[config.mk]
export PLATFORM = sky130hd
export DESIGN_NAME = mdu_sequencer
export DESIGN_NICKNAME = d
export VERILOG_FILES = /design/src/rtl/mdu_sequencer_pkg.sv /design/src/rtl/mdu_sequencer_step.sv /design/src/rtl/mdu_sequencer.sv
export SDC_FILE = /design/constraint.sdc
export NUM_CORES = 1
export LEC_CHECK = 0
export CAP_MARGIN = 20
export CORE_ASPECT_RATIO = 0.6
export CORE_MARGIN = 3
export CORE_UTILIZATION = 40
export CTS_BUF_LIST = sky130_fd_sc_hd__clkbuf_4
export DETAILED_ROUTE_END_ITERATION = 7
export PLACE_DENSITY = 0.64
export SYNTH_ARGS = -nofsm -noshare
export SYNTH_HDL_FRONTEND = slang
export SYNTH_HIERARCHICAL = 1
export SYNTH_SLANG_ARGS = --single-unit
[constraint.sdc]
create_clock -name clk_i -period 3.4 [get_ports clk_i]
set_clock_uncertainty 0.2 [all_clocks]
set_input_delay 0.68 -clock clk_i [delete_from_list [all_inputs] [get_ports clk_i]]
set_output_delay 0.68 -clock clk_i [all_outputs]
set_load 0.01 [all_outputs]
[src/rtl/mdu_sequencer_pkg.sv]
// Shared types for the RV32M multiply/divide sequencer: FSM states, funct3 codes
// and operand-signedness helpers.
package mdu_sequencer_pkg;

    localparam int MDU_XLEN = 32;

    typedef enum logic [1:0] {
        MDU_IDLE = 2'd0,
        MDU_CALC = 2'd1,
        MDU_FIX  = 2'd2,
        MDU_DONE = 2'd3
    } mdu_state_e;

    typedef enum logic [2:0] {
        F3_MUL    = 3'b000,
        F3_MULH   = 3'b001,
        F3_MULHSU = 3'b010,
        F3_MULHU  = 3'b011,
        F3_DIV    = 3'b100,
        F3_DIVU   = 3'b101,
        F3_REM    = 3'b110,
        F3_REMU   = 3'b111
    } mdu_op_e;

    function automatic logic op_a_signed(input logic [2:0] f3);
        return (f3 == F3_MULH) || (f3 == F3_MULHSU) || (f3 == F3_DIV) || (f3 == F3_REM);
    endfunction

    function automatic logic op_b_signed(input logic [2:0] f3);
        return (f3 == F3_MULH) || (f3 == F3_DIV) || (f3 == F3_REM);
    endfunction

endpackage

[src/rtl/mdu_sequencer_step.sv]
// One combinational iteration: radix-2 shift-add multiply or restoring divide.
// Accumulator layout is {hi[XLEN:0], lo[XLEN-1:0]}; for divide hi is the partial remainder.
module mdu_step
    import mdu_sequencer_pkg::*;
#(
    parameter int XLEN = MDU_XLEN
) (
    input  logic              div_i,
    input  logic [2*XLEN:0]   acc_i,
    input  logic [XLEN-1:0]   opb_i,
    output logic [2*XLEN:0]   acc_o,
    output logic              qbit_o
);

    logic [XLEN:0] mul_sum;
    logic [XLEN:0] prem;
    logic [XLEN:0] rem_next;

    always_comb begin
        mul_sum  = acc_i[2*XLEN:XLEN] + {1'b0, (acc_i[0] ? opb_i : {XLEN{1'b0}})};
        // Shift the next dividend bit into the partial remainder before the trial subtract.
        prem     = {acc_i[2*XLEN-1:XLEN], acc_i[XLEN-1]};
        qbit_o   = (prem >= {1'b0, opb_i});
        rem_next = qbit_o ? (prem - {1'b0, opb_i}) : prem;
        if (div_i) begin
            acc_o = {rem_next, acc_i[XLEN-2:0], qbit_o};
        end else begin
            acc_o = {1'b0, mul_sum, acc_i[XLEN-1:1]};
        end
    end

endmodule

[src/rtl/mdu_sequencer.sv]
// RV32M multi-cycle sequencer: stalls EX while iterating XLEN steps on operand
// magnitudes, fixes the sign, then presents the result with a one-cycle done pulse.
module mdu_sequencer
    import mdu_sequencer_pkg::*;
#(
    parameter int XLEN = MDU_XLEN
) (
    input  logic             clk_i,
    input  logic             rst_ni,
    input  logic             start_i,
    input  logic             flush_i,
    input  logic [2:0]       f3_i,
    input  logic [XLEN-1:0]  a_i,
    input  logic [XLEN-1:0]  b_i,
    output logic             stall_o,
    output logic             done_o,
    output logic [XLEN-1:0]  result_o
);

    localparam int CNT_W = $clog2(XLEN) + 1;
    localparam logic [XLEN-1:0] INT_MIN = {1'b1, {(XLEN-1){1'b0}}};

    mdu_state_e        state_q, state_d;
    logic [2:0]        f3_q, f3_d;
    logic              neg_q, neg_d;
    logic [CNT_W-1:0]  cnt_q, cnt_d;
    logic [2*XLEN:0]   acc_q, acc_d;
    logic [XLEN-1:0]   opb_q, opb_d;
    logic [XLEN-1:0]   result_q, result_d;

    logic [2*XLEN:0]   step_acc;
    logic              step_qbit;
    logic              a_neg, b_neg, res_neg, special;
    logic [XLEN-1:0]   a_abs, b_abs, special_res, quot_s, rem_s, fix_res;
    logic [2*XLEN-1:0] prod_s;
    logic              stall;

    mdu_step #(.XLEN(XLEN)) u_step (
        .div_i  (f3_q[2]),
        .acc_i  (acc_q),
        .opb_i  (opb_q),
        .acc_o  (step_acc),
        .qbit_o (step_qbit)
    );

    always_comb begin
        a_neg   = op_a_signed(f3_i) & a_i[XLEN-1];
        b_neg   = op_b_signed(f3_i) & b_i[XLEN-1];
        a_abs   = a_neg ? (~a_i + 1'b1) : a_i;
        b_abs   = b_neg ? (~b_i + 1'b1) : b_i;
        // Remainder takes the dividend's sign; product and quotient take a^b.
        res_neg = (f3_i[2] && f3_i[1]) ? a_neg : (a_neg ^ b_neg);
        special = f3_i[2] && ((b_i == '0) || (!f3_i[0] && (a_i == INT_MIN) && (b_i == '1)));
        if (b_i == '0) begin
            special_res = f3_i[1] ? a_i : '1;
        end else begin
            special_res = f3_i[1] ? '0 : INT_MIN;
        end

        prod_s = neg_q ? (~acc_q[2*XLEN-1:0] + 1'b1) : acc_q[2*XLEN-1:0];
        quot_s = neg_q ? (~acc_q[XLEN-1:0] + 1'b1) : acc_q[XLEN-1:0];
        rem_s  = neg_q ? (~acc_q[2*XLEN-1:XLEN] + 1'b1) : acc_q[2*XLEN-1:XLEN];
        case (f3_q)
            F3_MUL:                      fix_res = prod_s[XLEN-1:0];
            F3_MULH, F3_MULHSU, F3_MULHU: fix_res = prod_s[2*XLEN-1:XLEN];
            F3_DIV, F3_DIVU:             fix_res = quot_s;
            default:                     fix_res = rem_s;
        endcase
    end

    always_comb begin
        state_d  = state_q;
        f3_d     = f3_q;
        neg_d    = neg_q;
        cnt_d    = cnt_q;
        acc_d    = acc_q;
        opb_d    = opb_q;
        result_d = result_q;
        stall    = 1'b0;
        case (state_q)
            MDU_IDLE: begin
                if (start_i && !flush_i) begin
                    stall   = 1'b1;
                    f3_d    = f3_i;
                    neg_d   = res_neg;
                    cnt_d   = '0;
                    acc_d   = {{(XLEN+1){1'b0}}, a_abs};
                    opb_d   = b_abs;
                    if (special) begin
                        result_d = special_res;
                        state_d  = MDU_DONE;
                    end else begin
                        state_d  = MDU_CALC;
                    end
                end
            end
            MDU_CALC: begin
                stall = 1'b1;
                acc_d = step_acc;
                cnt_d = cnt_q + 1'b1;
                if (cnt_q == CNT_W'(XLEN-1)) begin
                    state_d = MDU_FIX;
                end
            end
            MDU_FIX: begin
                stall    = 1'b1;
                result_d = fix_res;
                state_d  = MDU_DONE;
            end
            default: begin
                state_d = MDU_IDLE;
            end
        endcase
        if (flush_i) begin
            state_d  = MDU_IDLE;
            result_d = result_q;
        end
    end

    always_ff @(posedge clk_i or negedge rst_ni) begin
        if (!rst_ni) begin
            state_q  <= MDU_IDLE;
            f3_q     <= '0;
            neg_q    <= 1'b0;
            cnt_q    <= '0;
            acc_q    <= '0;
            opb_q    <= '0;
            result_q <= '0;
        end else begin
            state_q  <= state_d;
            f3_q     <= f3_d;
            neg_q    <= neg_d;
            cnt_q    <= cnt_d;
            acc_q    <= acc_d;
            opb_q    <= opb_d;
            result_q <= result_d;
        end
    end

    // Stall must drop while reset is held, even if EX keeps start asserted.
    assign stall_o  = rst_ni & stall;
    assign done_o   = (state_q == MDU_DONE);
    assign result_o = result_q;

endmodule

==> results.cfg, run 1 <==
[place]
hpwl_mm = 53.5
globalplace.congestion = 1.00
pre_cts_ws_ns = -0.345
place_area_um2 = 19500
portBuffers = 104

[logic_synthesis]
ys_seq_elements = 141
syn_inst = 2080
syn_avg_cell_area_um2 = 7.49
ys.flop_type = dfrtp_1
async_flop_share_pct = 100
synth_top_cell_area_share_pct = 22.7
yosys_warnings = 6
yosys.area.top_type = dfrtp_1
yosys.cell_types.count = 102
ys_seq_area_share_pct = 22.7
synth-edff-count = 0
synth_nets = 2227
syn-cell-area_um2 = 15600
ys_top_cells_by_area = dfrtp_1, nand2_1, ha_1, o21ai_0, xnor2_1

[floorplan]
pin_count = 105
die_h_um = 159
coreArea_um2 = 38100
rows = 55
die_w_um = 261
die_area_um2 = 41400
initial_core_util_pct = 40.9

[pwr]
power.internal_uw = 10700
p_seq_share_pct = 14.3
leakage_uw = 0.00889
switching_share_pct = 54.6
power.density_nw_per_um2 = 1150
p_clk_share_pct = 5.0
combPwrFrac_pct = 80.7
peakVddDrop_uv = 610
p_switching_uw = 12900

[global_routing]
grt_pass1_vias = 16800
grt_max_degree = 140
antenna_found_initial = 5
grtUsageTotal_pct = 32.2
grt_pass1_wl_mm = 103
grt-ovfl-total = 0

[timing]
max_slew_margin_pct = 41.6
finalCritPeriodShare_pct = 99.0
worst_slack_ns = 0.0336
rsz0062_at_grt = true
setup_viol = 0
hold_viol_final = 0
fmax_mhz = 297
worst_pin_slew_ns = 0.877
fin_tns_setup_ns = 0
min_period_ns = 3.37
maxSlewViolCount = 0
hold-worst-slack_ns = 0.187

[cts]
clock-root-buffer = clkbuf_4
clock_latency_ns = 0.65
clkSlewWorstSetupHoldPaths_ns = 0.17
cts_buffers = 17
cts.htree.levels = 4
clock_path_buffers = 2
cts_tree = built
cts_sinks = 141

[drt]
avgRoutedWirePerCell_um = 22.9
wirelength_mm = 67.9
remaining_drc_errors = 0
drtIter0Drc = 2309
viasPerCell = 6.16
ant_nets = 0
num_vias = 18300
first_pass_iters = 8

[worst_setup_path]
crit_fanout = 7
cp.arrival_ns = 3.76
crit_start = acc_q[0]
cp_data_required_time_ns = 3.79
critPathMaxStageDelay_ns = 0.48
reg2reg_setup_slack_ns = 0.03
reg2reg_depth = 13
critPathLaunchType = flop
crit_path_top_delay_cell = or3_4
path_cells = buf_4, buf_4, inv_1, ha_1, nor3b_1, buf_4, nand4_1, or3_4, nor3_1, buf_4, mux2_2, a21oi_1, o22a_1
r2r-start = acc_q[0]
cpMostUsedCell = buf_4
crit_path_end_kind = flop
worst_r2r_endpoint = result_o[22]
timing.critical_path.to = result_o[22]
critPathKind = flop to flop

[min_path]
hold_path_class = primary input to async pin

[final_layout]
drive_above_1_share_pct = 24.0
area_growth_pct = 31.8
post-route-cell-area_um2 = 20500
fillers = 3608
final_util_pct = 53.9
nets = 2583

[run]
cap_violations = 0

[status]
outcome = finished, final reports clean
## state kept, by name, summed over array words and instances (netlist names)
register  count
acc_q        65
result_o     32
neg_q         1
opb_q        32
cnt_q         6
f3_q          3
state_q       2
## per-stage QoR
stage	instances	power (µW)
2_1_floorplan	2080	13600
3_3_place_gp	2912	20500
3_5_place_dp	2912	20800
4_1_cts	2952	22300
5_1_grt	2963	25100
6_report	2965	23600
## kinds of logic (layout without fill, tap and decap cells)
group                      after synthesis  in the layout  share of synthesized area [%]
DFF                                    141            141                           22.7
xor gates and xnor gates               164            164                           9.22
other                                    0              3                              0
and+or+nand+nor                        807            807                           26.0
AOI/OAI and AO/OA                      617            617                           26.3
buffers and inverters                  216            585                           5.55
muxes                                   59             59                           4.06
adders and majority gates               76             76                           6.20
## what timing repair did
| item | CTS | global route |
|---|---|---|
| resized for setup | 30 | 94 |
| pin swaps | 8 | 21 |
| buffers inserted | 7 | 8 |
| hold buffers | 1 | 0 |
| setup endpoints to repair | 37 | 47 |
| endpoints found under the hold margin | 2 | 0 |
## layer usage
layer	part of all wire, %	global-route usage (%)	vias to the layer above
met5	0.010	0	-
met4	1.2	4.53	2
met3	15	15.1	74
met2	37	39.8	1050
met1	47	50.1	8820
li1	-	-	8333
## cell usage in the layout, fill, tap and decap left out, drive strengths merged, types with 20 or more instances in the layout
| cell type | instances |
|---|---|
| nand4 | 41 |
| nand3 | 69 |
| a31oi | 46 |
| nor3 | 68 |
| dfrtp | 141 |
| clkdlybuf4s50 | 102 |
| inv | 84 |
| ha | 74 |
| mux2i | 25 |
| a21o | 34 |
| o211ai | 21 |
| mux2 | 34 |
| nor2 | 165 |
| o41ai | 30 |
| or2 | 20 |
| xnor2 | 90 |
| nand2 | 258 |
| o21ai | 176 |
| xor2 | 74 |
| a21oi | 142 |
| o31ai | 28 |
| and2 | 41 |
| nor4 | 35 |
| or3 | 29 |
| buf | 371 |
## cell type report
class	count	area (µm²)	share of cell area (%)
Sequential cell	141	3540	17.2
Antenna cell	3	7.51	0.0366
Multi-Input combinational cell	1723	11800	57.4
Clock buffer	17	128	0.622
Timing Repair Buffer	475	3990	19.4
Tap cell	513	642	3.13
Inverter	78	295	1.44
Clock inverter	15	136	0.664
## power groups by stage
| stage | sequential (µW) | clock [µW] | combinational [µW] |
|---|---|---|---|
| finish | 3370 | 1190 | 19000 |
| global route | 3460 | 1280 | 20400 |
| CTS | 3280 | 1210 | 17800 |
| detailed placement | 3320 | 0 | 17400 |
| global placement | 3300 | 0 | 17200 |
| floorplan | 3180 | 0 | 10400 |
## worst max-delay path: cells and delay by family (launching register included)
family | cells | cell delay, ns
flip-flops | 1 | 0.42
AND/OR/NAND/NOR | 4 | 1.16
multiplexers | 1 | 0.32
AO/OA/AOI/OAI | 2 | 0.29
buffers and inverters | 5 | 0.74
adder cells (fa/ha/maj) | 1 | 0.18
## worst min-delay path by stage
| stage | start | endpoint | slack [ns] | cells past startpoint |
|---|---|---|---|---|
| final | rst_ni | acc_q[55] | 0.19 | 2 |
| after global routing | rst_ni | acc_q[55] | 0.16 | 2 |
| after CTS | rst_ni | acc_q[55] | 0.13 | 2 |
| after detailed placement | result_o[0] | result_o[0] | 0.28 | 2 |
| after global placement | result_o[0] | result_o[0] | 0.27 | 2 |
| after floorplan | rst_ni | acc_q[0] | 0.18 | 0 |
## Yosys cell counts (all sizes together), types with 68 or more instances
| cell | instances |
|---|---|
| xor2 | 74 |
| nand3 | 69 |
| dfrtp | 141 |
| nor3 | 68 |
| inv | 78 |
| clkbuf | 103 |
| nand2 | 258 |
| nor2 | 165 |
| o21ai | 176 |
| a21oi | 142 |
| ha | 74 |
| xnor2 | 90 |
No activity file was read; power rests on OpenSTA's default activity.
==> run 2: changes to the inputs <==
SETUP_SLACK_MARGIN = 0.02   (was default)
==> results.cfg, run 2 (synthesized netlist as in run 1, its figures left out) <==
[timing]
hold-worst-slack_ns = 0.314
setup_viol = 11
finalCritPeriodShare_pct = 103
rsz0062_at_grt = true
worst_pin_slew_ns = 0.910
hold_viol_final = 0
maxSlewViolCount = 0
min_period_ns = 3.50
worst_slack_ns = -0.0973
fin_tns_setup_ns = -0.351
max_slew_margin_pct = 39.3
fmax_mhz = 286

[pwr]
total_power_uw = 25000
peakVddDrop_uv = 637
leakage_uw = 0.00907
power.density_nw_per_um2 = 1190

[global_routing]
antenna_found_initial = 2
grt-ovfl-total = 0
grt_pass1_wl_mm = 105
grtUsageTotal_pct = 32.7
grt_pass1_vias = 16900
grt_max_degree = 101

[worst_setup_path]
crit_path_top_delay_cell = dfrtp_1
critPathMaxStageDelay_ns = 0.45
crit_fanout = 6
critPathLaunchType = flop
critPathKind = flop to flop
worst-path-buf-inv = 5
cp_data_required_time_ns = 3.78
crit_path_end_kind = flop
cp.arrival_ns = 3.87
crit_family = compound AO/OA/AOI/OAI gates
path_cells = inv_2, ha_4, a21o_4, o32ai_4, buf_6, a211oi_4, nor4b_4, o21ai_4, a21oi_4, buf_12, buf_12, buf_8, nand2_1, a31oi_1, nand3_1, nand2_1

[final_layout]
top_register = acc_q
layout_commonest_cell = buf_4
largest_reg_flops = 65
area_growth_pct = 35.2
layout_common_cells = buf_4, nand2_1, nor2_1
final_cells = 2979
nets = 2597
drive_above_1_share_pct = 26.3
post-route-cell-area_um2 = 21100

[place]
dpl.cell_count = 2909
hpwl_mm = 53.5
globalplace.congestion = 1.01
portBuffers = 104
place_area_um2 = 19500

[run]
cap_violations = 0

[min_path]
hold_path_class = flop to flop

[cts]
cts_sinks = 141
clock_path_buffers = 2
clkSlewWorstSetupHoldPaths_ns = 0.15
clock_latency_ns = 0.64
cts.htree.levels = 4
clock-root-buffer = clkbuf_4
cts_tree = built
cts_buffers = 17

[floorplan]
rows = 55
die_area_um2 = 41400
pin_count = 105
die_w_um = 261
initial_core_util_pct = 40.9
coreArea_um2 = 38100
die_h_um = 159

[status]
violations = negative setup slack
outcome = finished with violations

[drt]
viasPerCell = 6.20
wirelength_mm = 70.2
first_pass_iters = 5
remaining_drc_errors = 0
num_vias = 18500
ant_nets = 0
drtIter0Drc = 2405
avgRoutedWirePerCell_um = 23.6
## run 2: changes by cell type in the layout (fill, tap and decap cells not counted), sizes merged
cell,previous run,this run
clkinvlp,3,2
buf,371,384
bufinv,1,3
clkinv,5,8
inv,84,79
clkbuf,17,19
## run 2: report_power, final
group          total (µW)  switching (µW)  internal [µW]  leakage (µW)
sequential           3380             972           2410       0.00179
clock                1290             775            519      0.000161
combinational       20300           11600           8660       0.00712
## run 2: final timing paths
| path | from | endpoint | slack [ns] | cells past startpoint |
|---|---|---|---|---|
| max | opb_q[6] | acc_q[38] | -0.1 | 16 |
| min | result_o[5] | result_o[5] | 0.31 | 1 |
| max reg2reg | opb_q[6] | acc_q[38] | -0.1 | 16 |
| min reg2reg | result_o[5] | result_o[5] | 0.31 | 1 |
| max in group asynchronous | rst_ni | cnt_q[3] | 1.89 | 3 |
| min in group asynchronous | rst_ni | opb_q[10] | 0.57 | 3 |
## run 2: final cells by class
type	instances	area [µm²]
fill	3603	17000
multi-input combinational	1723	12000
timing repair buffer	489	4220
sequential	141	3540
tap	513	642
inverter	78	293
clock inverter	14	170
clock buffer	18	135
antenna	3	7.51
## run 2: through the flow
stage,setup WS [ns],utilization [%]
after floorplan,0.0276,-
after global placement,-0.275,51.3
after detailed placement,-0.300,51.3
after CTS,0.0169,52.9
after global routing,-0.178,55.3
final,-0.0973,55.3
## run 2: per-layer routing
| layer | wire, µm | vias up | global-route usage (%) |
|---|---|---|---|
| met1 | 33600 | 8962 | 53.8 |
| met5 | 0 | - | 0 |
| met3 | 9300 | 65 | 8.61 |
| met2 | 26600 | 1092 | 41.5 |
| met4 | 688 | 0 | 5.11 |
| li1 | - | 8357 | - |
## run 2: repair_timing
action / in CTS / in global routing
hold endpoints to repair: 14 / 0
hold buffers: 1 / 0
setup buffers: 12 / 22
setup endpoints to repair: 33 / 38
gates resized for setup: 41 / 154
pin swaps: 16 / 88
gates cloned: 0 / 1
